===== src/rtl/mode_pkg.sv =====
// Shared mode encodings for the key sequencer, mode muxes and HEX5 display.
// Also holds the default debounce period for a 50 MHz system clock.
package mode_pkg;

  typedef enum logic [1:0] {
    MODE_ARITH   = 2'd0,
    MODE_LOGIC   = 2'd1,
    MODE_COMPARE = 2'd2,
    MODE_MAGIC   = 2'd3
  } mode_t;

  localparam int DEBOUNCE_CYCLES_DEFAULT = 1_000_000;

  function automatic mode_t mode_step(
    input mode_t m,
    input logic  up
  );
    return up ? mode_t'(m + 2'd1) : mode_t'(m - 2'd1);
  endfunction

endpackage


===== src/rtl/key_debounce.sv =====
// One push button: 2-flop synchroniser, stable-count debouncer, press edge.
// Output level is active-high; the press pulse fires on released->pressed.
module key_debounce
  import mode_pkg::*;
#(
  parameter int DEBOUNCE_CYCLES = DEBOUNCE_CYCLES_DEFAULT
) (
  input  logic CLK,
  input  logic RST,
  input  logic i_key_n,
  output logic o_level,
  output logic o_press
);

  localparam int CW = $clog2(DEBOUNCE_CYCLES);
  localparam logic [CW-1:0] LAST = CW'(DEBOUNCE_CYCLES - 1);

  logic [1:0]    r_sync;
  logic [CW-1:0] r_cnt;
  logic          r_d;
  logic          r_press;
  logic          w_s;
  logic          w_diff;
  logic          w_done;

  assign w_s    = ~r_sync[1];
  assign w_diff = w_s != r_d;
  assign w_done = w_diff && (r_cnt == LAST);

  // Bring the raw key into the clock domain; reset reads as released.
  always_ff @(posedge CLK or posedge RST) begin
    if (RST) r_sync <= 2'b11;
    else     r_sync <= {r_sync[0], i_key_n};
  end

  // Count stable disagreement; accept the new level after the full period.
  always_ff @(posedge CLK or posedge RST) begin
    if (RST) begin
      r_cnt   <= '0;
      r_d     <= 1'b0;
      r_press <= 1'b0;
    end else begin
      r_press <= w_done & ~r_d;
      if (!w_diff) begin
        r_cnt <= '0;
      end else if (w_done) begin
        r_cnt <= '0;
        r_d   <= ~r_d;
      end else begin
        r_cnt <= r_cnt + CW'(1);
      end
    end
  end

  assign o_level = r_d;
  assign o_press = r_press;

endmodule


===== src/rtl/mode_key_sequencer.sv =====
// Debounced KEY[0]/KEY[1] step a registered 2-bit MODE up/down with wrap.
// MODE_STB pulses in exactly the cycles where MODE changes.
module mode_key_sequencer
  import mode_pkg::*;
#(
  parameter int DEBOUNCE_CYCLES = DEBOUNCE_CYCLES_DEFAULT
) (
  input  logic       CLK,
  input  logic       RST,
  input  logic [1:0] KEY,
  output logic [1:0] MODE,
  output logic       MODE_STB,
  output logic [1:0] KEY_PRESSED
);

  logic [1:0] w_level;
  logic [1:0] w_press;
  mode_t      r_mode;
  logic       r_stb;

  for (genvar i = 0; i < 2; i++) begin : g_key
    key_debounce #(
      .DEBOUNCE_CYCLES(DEBOUNCE_CYCLES)
    ) u_key (
      .CLK    (CLK),
      .RST    (RST),
      .i_key_n(KEY[i]),
      .o_level(w_level[i]),
      .o_press(w_press[i])
    );
  end

  // Single press steps the mode; simultaneous presses cancel out.
  always_ff @(posedge CLK or posedge RST) begin
    if (RST) begin
      r_mode <= MODE_ARITH;
      r_stb  <= 1'b0;
    end else begin
      r_stb <= w_press[0] ^ w_press[1];
      if (w_press[0] ^ w_press[1])
        r_mode <= mode_step(r_mode, w_press[0]);
    end
  end

  assign MODE        = r_mode;
  assign MODE_STB    = r_stb;
  assign KEY_PRESSED = w_level;

endmodule

===== config.mk =====
export PLATFORM = sky130hd
export DESIGN_NAME = mode_key_sequencer
export DESIGN_NICKNAME = d
export VERILOG_FILES = /design/src/rtl/mode_pkg.sv /design/src/rtl/key_debounce.sv /design/src/rtl/mode_key_sequencer.sv
export SDC_FILE = /design/constraint.sdc
export NUM_CORES = 1
export LEC_CHECK = 0
export ABC_CLOCK_PERIOD_IN_PS = 1900
export BUFFER_PORTS_ARGS = -buffer_cell sky130_fd_sc_hd__buf_2
export CAP_MARGIN = 15
export CORE_UTILIZATION = 50
export CTS_CLUSTER_DIAMETER = 200
export DETAILED_ROUTE_END_ITERATION = 12
export PLACE_DENSITY = 0.71
export RECOVER_POWER = 50
export SYNTH_ARGS = -nofsm -noshare
export SYNTH_HDL_FRONTEND = slang
export SYNTH_SLANG_ARGS = --single-unit

===== constraint.sdc =====
create_clock -name CLK -period 1.9 [get_ports CLK]
set_clock_uncertainty 0.15 [all_clocks]
set_input_delay 0.19 -clock CLK [delete_from_list [all_inputs] [get_ports CLK]]
set_output_delay 0.19 -clock CLK [all_outputs]
set_load 0.01 [all_outputs]

-- Yosys cells after proc, flatten, opt, wreduce, memory -nomap -nowiden
Cells that the tools add are included.
- register bits after elaboration: 51
- latch bits: 0
- memory bits (writable): 0
- memory bits (read-only): 0
- word-level logic and storage cells: 34
- memories: 0
- add/subtract/negate cells: 4
- multiply operators: 0
- div/mod/pow operators: 0
- $lt $le $gt $ge: 0
- equality and inequality tests: 4
- shift-type cells: 0
- multiplexer cells: 5
- bitwise logic cells: 7
- reductions and logical operators: 4
- operators with widths (operator ; count):
    20-bit 2-to-1 mux ; 4
    20-bit by 1-bit adder with 20-bit output, second input constant ; 2
    20-bit == test, second input constant ; 2
    1-bit inverter ; 4
    2-bit AND reduction ; 2
    2-bit by 1-bit adder with 2-bit output, second input constant ; 1
    1-bit AND ; 2
    1-bit logical AND ; 2
    2-bit 2-to-1 mux ; 1
    1-bit inequality test ; 2
    2-bit by 1-bit subtractor with 2-bit output, second input constant ; 1
    1-bit bitwise XOR ; 1

-- Depth between registers and ports, before layout
Gate-level depths: netlist (run 1).
- depth in word-level cells: 5
- gate-level depth with buffers: 6
- depth with buffers taken out: 5

-- By module
From an unflattened synthesis (run 1), not the netlist that was laid out.
- cell total of the unflattened synthesis: 241
- area total of the unflattened synthesis: 2478.6 µm²
- modules (own cells, without submodules) (module ; instances ; cells each ; area an instance (µm²)):
    key_debounce (g_key[0].u_key) ; 1 ; 117 ; 1201.2
    key_debounce (g_key[1].u_key) ; 1 ; 114 ; 1156.1
    mode_key_sequencer ; 1 ; 10 ; 121.4

-- Least setup slack after synthesis (run 1)
Ideal clock, no wire load.
- path type: register -> register
- start point: register g_key[1].u_key.r_cnt[0]
- end point: register g_key[1].u_key.r_cnt[18]
- arrival time: 1663 ps
- data required time: 1672 ps
- slack: 9 ps
- cell stages (with the launch flop): 7
- period minus slack after synthesis: 1891 ps
- cell sequence: dfrtp_1 ha_1 nand4_1 or2_0 clkbuf_1 or4_1 a21oi_1
- word-level cells in the longest chain between the ends: 4
- elaborated cells between the ends (all ways): 5
- those cells by class: 1 x add/sub; 1 x eq/ne; 2 x mux; 1 x reduce/logical
- ends and longest elaborated chain (item ; RTL line ; text):
    start, declared ; key_debounce.sv:19 ; logic [CW-1:0] r_cnt;
    start signal, assigned ; key_debounce.sv:50 ; r_cnt <= r_cnt + CW'(1);
    parallel branches: the longest is 2 deep, another holds 20-bit by 1-bit adder with 20-bit output ; - ;
    20-bit 2-to-1 mux * ; key_debounce.sv:46 ; end else if (w_done) begin
    20-bit 2-to-1 mux * ; key_debounce.sv:44 ; if (!w_diff) begin
Every way passes the cells marked *.
A chain may end at the register's enable or synchronous reset.

-- Worst setup path after layout (run 1)
- start point: register g_key[0].u_key.r_cnt[1]
- end point: register g_key[0].u_key.r_cnt[1]
- word-level cells in the longest chain between the ends: 4
- elaborated cells between the ends (all ways): 5
- those cells by class: 1 x add/sub; 1 x eq/ne; 2 x mux; 1 x reduce/logical
- ends and longest elaborated chain (item ; RTL line):
    start, declared ; key_debounce.sv:19
    start signal, assigned ; key_debounce.sv:50
    parallel branches: the longest is 2 deep, another holds 20-bit by 1-bit adder with 20-bit output ; -
    20-bit 2-to-1 mux * ; key_debounce.sv:46
    20-bit 2-to-1 mux * ; key_debounce.sv:44
Marked as above.

==> impl_results.md, run 1 <==
- Status: finished, violations left
- Failing checks: design-rule violations
- Setup CP Type: flip-flop to flip-flop
- IO Port Bufs: 8
- Share of layout cells above drive strength 1: 23.1%
- Initial antenna violation count: 0
- Ports: 9
- Relative slew slack: 40.5%
- Reg2Reg Depth: 5
- First-pass GRT wire length: approximately 7800 um
- Switching pwr: 0.398 mW
- # DRC: 1
- VDD IR max: roughly 0.00037 V
- Clk buf depth: 2
- Leading area contributor after synthesis: dfrtp_1
- Post-DP HPWL: roughly 3200 um
- Logic pwr share: roughly 4.5%
- Cell area after synthesis: around 0.0024 sq mm
- CP Capture Type: flip-flop
- Worst Min Path Start: g_key[0].u_key.r_sync[0]
- Dominant cells by area after synthesis: dfrtp_1 (49%), xnor2_1 (6.5%), nor2_1 (5.1%), dfstp_2 (4.4%), xor2_1 (4.4%)
- Synth unique cells: 33
- Final-layout fill cell count: between 300 and 400
- Remaining antenna violation count after routing: 0
- Pint: 1.47 mW
- Post-synth EDFFs: 0
- Reg power frac: roughly three fifths
- Reg-to-reg slack, setup: ~0.065 ns
- Clk Latency, worst-skew pair: around 0.29 ns
- Setup TNS: 0 ns
- Power per cell area: 657 mW/mm^2
- H-Tree Level Count: 2
- Crit start category: flip-flop
- Root Driver: clkbuf_8
- Core area: between 0.004 and 0.005 sq mm
- # diodes: 0
- Max FO, Critical Path: 4
- Worst EP arrival: 1.88 ns
- Clock sink count: ~50
- # nets final: about 270
- Total gr overflow: 0
- Largest net degree at the start of global routing: 31
- Initial core utilization: a little over half
- Synth Warn #: 0
- Sw frac: about a fifth
- Final period demand of the worst path: 1.83 ns
- Final hold vios: 0
- Core Util, Final: between 60% and 70%
- Via count: between 1500 and 2000
- Gate count of the mapped netlist: 234
- Die area: just over 0.005 sq mm
- Slew Viols, Final: 0
- Area growth syn-to-layout: 18.0%
- Peak Freq: around 0.55 GHz
- Crit path from: g_key[0].u_key.r_cnt[1]
- Top cells by count, synth: dfrtp_1 (47), nor2_1 (33), xnor2_1 (18), nand2_1 (13), nand3_1 (13)
- GP Congestion: 0.783
- Register area share after synthesis: ~53%
- Total CTS buffers: 5
- WHS Path Cells: 0
- Vias in the first global route: 1696
- Reg2reg start: g_key[0].u_key.r_cnt[1]
- Row cnt: 24
- Final period util: slightly below 100%
- Routed WL: 4540 um
- Finish-stage setup viols: 0
- Max Cap Viol: 0
- Clock group share of total power: around 36%
- Hold EP: g_key[0].u_key.r_sync[1]
- Initial DRT Pass Iterations: 11
- Die Y-Extent: about 70 um
- Vias/cell: roughly 5.7
- Reg clk slew, reported paths: ~0.090 ns
- Top FF cell, synth: dfrtp_1
- Sequential cell area: ~0.0013 sq mm
- Asr flop ratio synth: 100%
- Post-synth top area share: between 40% and 50%
- Count leader, synth: dfrtp_1
- Worst Hold Class: flip-flop to flip-flop
- RSZ-0062 raised after global routing: yes
- Syn Area/Cell: just over 10 sq um
- Synthesis-stage register bit count: between 50 and 60
- Leak: between 1 and 1.5 nW
- Required time worst endpoint: between 1.5 and 2 ns
- Gr usage total: 19.6%
- Multi-input gate area: around 0.0011 sq mm
- Post-DR wirelength/cell: roughly 14 um
- Worst r2r dst: g_key[0].u_key.r_cnt[1]
- Die X: between 70 and 80 um
- Worst slew pin tran: ~0.89 ns
- CTS tree: done
- DR iter-0 viols: ~150
- Synthesized net count: 240
[what timing repair did]
action,in CTS,in global routing
hold endpoints to repair,19,0
endpoints found under the setup margin,2,27
hold buffers,3,0
gates resized for setup,2,14
pin swaps,0,0
setup buffers,0,1
[power by group through the flow]
stage               combinational, mW  sequential [mW]  clock, mW
detailed placement             0.0798             1.14          0
finish                         0.0840             1.12      0.668
CTS                            0.0855             1.12      0.689
floorplan                      0.0479             1.13          0
global placement               0.0793             1.14          0
global route                   0.0962             1.12      0.728
[worst max-delay path, cell delays in order (launching register included)]
cell     delay (ns)
dfrtp_1        0.41
ha_2           0.24
and3_4         0.20
nand3_2        0.14
or3_1          0.42
and3_1         0.17
[flip-flops by register name (all words and copies together) (netlist names)]
signal / count
g_key.u_key.r_cnt: 40
g_key.u_key.r_sync: 4
MODE: 2
g_key.u_key.o_level: 2
g_key.u_key.o_press: 2
MODE_STB: 1
[stage by stage]
stage	hold WS (ns)	cells	cell area [sq um]	worst slack, ns	total power, mW
2_1_floorplan	0.0445	234	2410	0.00935	1.18
3_3_place_gp	0.0880	308	2660	0.0456	1.21
3_5_place_dp	0.0928	308	2660	0.0285	1.22
4_1_cts	0.210	319	2800	0.0193	1.89
5_1_grt	0.219	320	2840	-0.0190	1.94
6_report	0.209	320	2840	0.0653	1.87
[worst max path at each step]
stage / end / slack (ns) / cells past startpoint
final: g_key[0].u_key.r_cnt[1] / 0.07 / 5
after global routing: g_key[1].u_key.r_cnt[18] / -0.02 / 5
after CTS: g_key[1].u_key.r_cnt[18] / 0.02 / 5
after detailed placement: g_key[0].u_key.r_cnt[1] / 0.03 / 5
after global placement: g_key[0].u_key.r_cnt[18] / 0.05 / 6
after floorplan: g_key[1].u_key.r_cnt[18] / 0.009 / 6
[routing by layer]
metal	wire length, um	GRT usage, %
met1	2280	28.8
met2	2010	28.7
met3	155	2.95
met4	91	8.89
met5	0	0
[logic make-up (layout without fill, tap and decap cells)]
logic type               count (synthesis)  in the layout  share of synthesized area (%)
AO/OA/AOI/OAI                           27             27                           7.12
XOR/XNOR                                30             30                           10.9
adder cells (fa/ha/maj)                  2              2                           1.04
buffers and inverters                   17             51                           3.27
flip-flops                              51             51                           53.2
multiplexers                             1              1                          0.416
AND/OR/NAND/NOR                        106            106                           24.1
[cell type report]
| cell class | instances | area share, % |
|---|---|---|
| tap | 52 | 2.29 |
| multi-input combinational | 166 | 38.3 |
| sequential | 51 | 45.3 |
| inverter | 9 | 1.19 |
| clock buffer | 8 | 3.52 |
| timing repair buffer | 34 | 9.33 |
[cell usage in the layout (no fill, tap or decap), types with 3 or more instances in the layout]
| master | instances |
|---|---|
| dlygate4sd3_1 | 3 |
| nor3_1 | 7 |
| nor2_1 | 33 |
| a21oi_1 | 11 |
| nand3_2 | 3 |
| dfrtp_1 | 41 |
| and3_1 | 3 |
| clkbuf_1 | 3 |
| or3_1 | 7 |
| nand4_1 | 7 |
| xor2_1 | 12 |
| nor4_1 | 4 |
| o21ai_0 | 7 |
| nand3_1 | 10 |
| clkbuf_8 | 7 |
| dfstp_2 | 4 |
| and4_1 | 3 |
| or4_1 | 4 |
| dfrtp_2 | 6 |
| nand2_1 | 13 |
| xnor2_1 | 18 |
| buf_4 | 21 |
| inv_1 | 9 |
| buf_2 | 6 |
| o31ai_1 | 5 |
Note: power is estimated with default switching activity, not from simulation.
==> run 2: changes to the inputs <==
- BUFFER_PORTS_ARGS: -buffer_cell sky130_fd_sc_hd__buf_2 -> not set
- DONT_BUFFER_PORTS: not set -> 1
- PLACE_DENSITY: 0.71 -> 0.7
==> impl_results.md, run 2 (synthesis results as in run 1) <==
- Status: finished, violations left
- Failing checks: design-rule violations
- Final period util: 97.6% (+1.0 points)
- Power per cell area: 659 mW/mm^2 (+0.29%)
- Gr usage total: 19.9% (+0.32 points)
- Relative slew slack: 18.4% (-22 points)
- Area growth syn-to-layout: 17.3%
- CP bufs+invs: 0 (unchanged)
- CP max stage delay: 0.53 ns (+0.11 ns)
- Finish-stage setup viols: 0 (unchanged)
- Leak: 1.19 nW (-0.62%)
- Family with the most delay on the worst path: simple AND/OR/NAND/NOR gates
- Worst slew pin tran: 1.22 ns (+0.330 ns)
- GP Congestion: 0.766 (-2.2%)
- Root Driver: clkbuf_8
- Routed WL: 4570 um (+0.53%)
- Max stage delay cell, worst path: or4b_4
- Row cnt: 24 (unchanged)
- Initial core utilization: 53.5% (unchanged)
- Vias in the first global route: 1688 (-0.47%)
- Required time worst endpoint: 1.97 ns (+0.03 ns)
- Crit start category: flip-flop
- Die area: 0.00510 sq mm (unchanged)
- H-Tree Level Count: 2 (unchanged)
- Largest net degree at the start of global routing: 33 (+6.5%)
- Die Y-Extent: 71.4 um (unchanged)
- Top flop regs: g_key.u_key.r_cnt x40, g_key.u_key.r_sync x4
- Setup TNS: 0 ns (unchanged)
- Setup CP Type: flip-flop to flip-flop
- Remaining antenna violation count after routing: 0 (unchanged)
- Final hold vios: 0 (unchanged)
- VDD IR max: 0.000299 V (-19%)
- Most frequent cells in the layout: dfrtp_1 (42), nor2_1 (33), buf_4 (28), xnor2_1 (18), nand2_1 (13)
- Non-filler cells, final: 318 (-0.63%)
- Sequential cell area: 0.00129 sq mm (about the same)
- Logic pwr share: 4.3% (-0.2 points)
- CP Capture Type: flip-flop
- Initial DRT Pass Iterations: 8 (-3)
- Clock group share of total power: 35.7% (about the same)
- Die X: 71.4 um (unchanged)
- CTS tree: done
- Worst Hold Class: flip-flop to flip-flop
- Critical Path Stages: 4 (-1)
- Placed Area: 0.00262 sq mm (-1.4%)
- Cells after DPL: 302 (-1.9%)
- DR iter-0 viols: 102 (-34%)
- Initial antenna violation count: 0 (unchanged)
- Total CTS buffers: 5 (unchanged)
- Max Cap Viol: 0 (unchanged)
- Sw frac: 24.4% (+3.1 points)
- Reg clk slew, reported paths: 0.10 ns (about the same)
- Pint: 1.41 mW (-4.2%)
- Clk buf depth: 2 (unchanged)
- Slew Viols, Final: 0 (unchanged)
- Finished Cell Area: 0.00283 sq mm (-0.62%)
- Final-layout fill cell count: 366 (+1.1%)
- Cells along the critical path: nand3_1 -> or4b_4 -> or3_1 -> and3_1
- Final hold slack: 0.209 ns (-0.000157 ns)
- Worst EP arrival: 1.92 ns (+0.04 ns)
- Via count: 1793 (-1.9%)
- Post-DR wirelength/cell: 14.4 um (+1.2%)
- Max FO, Critical Path: 3 (-1)
- First-pass GRT wire length: 7940 um (+1.9%)
- Final period demand of the worst path: 1.85 ns (+0.0192 ns)
- Share of layout cells above drive strength 1: 22.9% (-0.20 points)
- Reg power frac: 59.9% (about the same)
- Vias/cell: 5.64 (-1.3%)
- RSZ-0062 raised after global routing: yes
- Core Util, Final: 62.7% (-0.39 points)
- Most flops, register: g_key.u_key.r_cnt
- Core area: 0.00450 sq mm (unchanged)
- Reg2Reg Depth: 4 (-1)
- Post-DP HPWL: 3200 um (+0.27%)
- WHS Path Cells: 0 (unchanged)
- Ports: 9 (unchanged)
- # diodes: 0 (unchanged)
- Number of flip-flops in the largest register: 40 (unchanged)
- Peak Freq: 0.539 GHz (-1.0%)
- Clock sink count: 51 (unchanged)
- Multi-input gate area: 0.00108 sq mm (-0.57%)
- Most common cell after layout, fill and taps aside: dfrtp_1
- Switching pwr: 0.455 mW (+14%)
- # DRC: 1 (unchanged)
- IO Port Bufs: 0 (-8)
- Total gr overflow: 0 (unchanged)
- Clk Latency, worst-skew pair: 0.31 ns (+0.02 ns)
- # nets final: 271 (-0.73%)
run 2: metrics by stage:
step                power [mW]  setup slack [ns]
finish                    1.86            0.0461
global route              1.94           -0.0272
detailed placement        1.21            0.0323
CTS                       1.89           0.00974
global placement          1.21            0.0710
floorplan                 1.18           0.00935
run 2: path summary, 6_finish.rpt:
path	start	endpoint	slack (ns)
max in group asynchronous	RST	g_key[0].u_key.r_cnt[6]	0.29
min in group asynchronous	RST	g_key[0].u_key.r_cnt[11]	0.49
worst max register to register	g_key[0].u_key.r_cnt[17]	g_key[0].u_key.r_cnt[1]	0.05
worst min-delay path	g_key[0].u_key.r_sync[0]	g_key[0].u_key.r_sync[1]	0.21
worst min register to register	g_key[0].u_key.r_sync[0]	g_key[0].u_key.r_sync[1]	0.21
worst max-delay path	g_key[0].u_key.r_cnt[17]	g_key[0].u_key.r_cnt[1]	0.05
run 2: power by group through the flow:
stage	Combinational [mW]	Sequential, mW	Clock [mW]
floorplan	0.0479	1.13	0
global placement	0.0736	1.14	0
detailed placement	0.0741	1.14	0
CTS	0.0798	1.12	0.693
global route	0.0935	1.12	0.725
finish	0.0805	1.12	0.665
run 2: final cells by class:
cell class              instances  area share, %
clock buffers                   5           2.44
clock inverters                 3          0.930
inverters                       9           1.20
multi-input cells             166           38.4
flip-flops and latches         51           45.6
well taps                      52           2.30
repair buffers                 32           9.21
run 2: what timing repair did:
item	in CTS	in global routing
setup buffers	0	5
endpoints found under the setup margin	0	18
gates resized for setup	0	14
hold buffers	3	0
endpoints found under the hold margin	29	0
run 2: metal layers:
| metal | vias up | wire [um] | part of all wire [%] | GRT usage [%] |
|---|---|---|---|---|
| met5 | - | 0 | 0 | 0 |
| met4 | 0 | 45 | 0.99 | 5.78 |
| li1 | 887 | - | - | - |
| met2 | 31 | 2030 | 44 | 29.2 |
| met3 | 6 | 204 | 4.5 | 4.64 |
| met1 | 869 | 2290 | 50 | 29.5 |
run 2: worst reg2reg max path, stage by stage (launching register included):
cell and delay (ns):
dfrtp_1 0.40, nand3_1 0.12, or4b_4 0.53, or3_1 0.38, and3_1 0.18
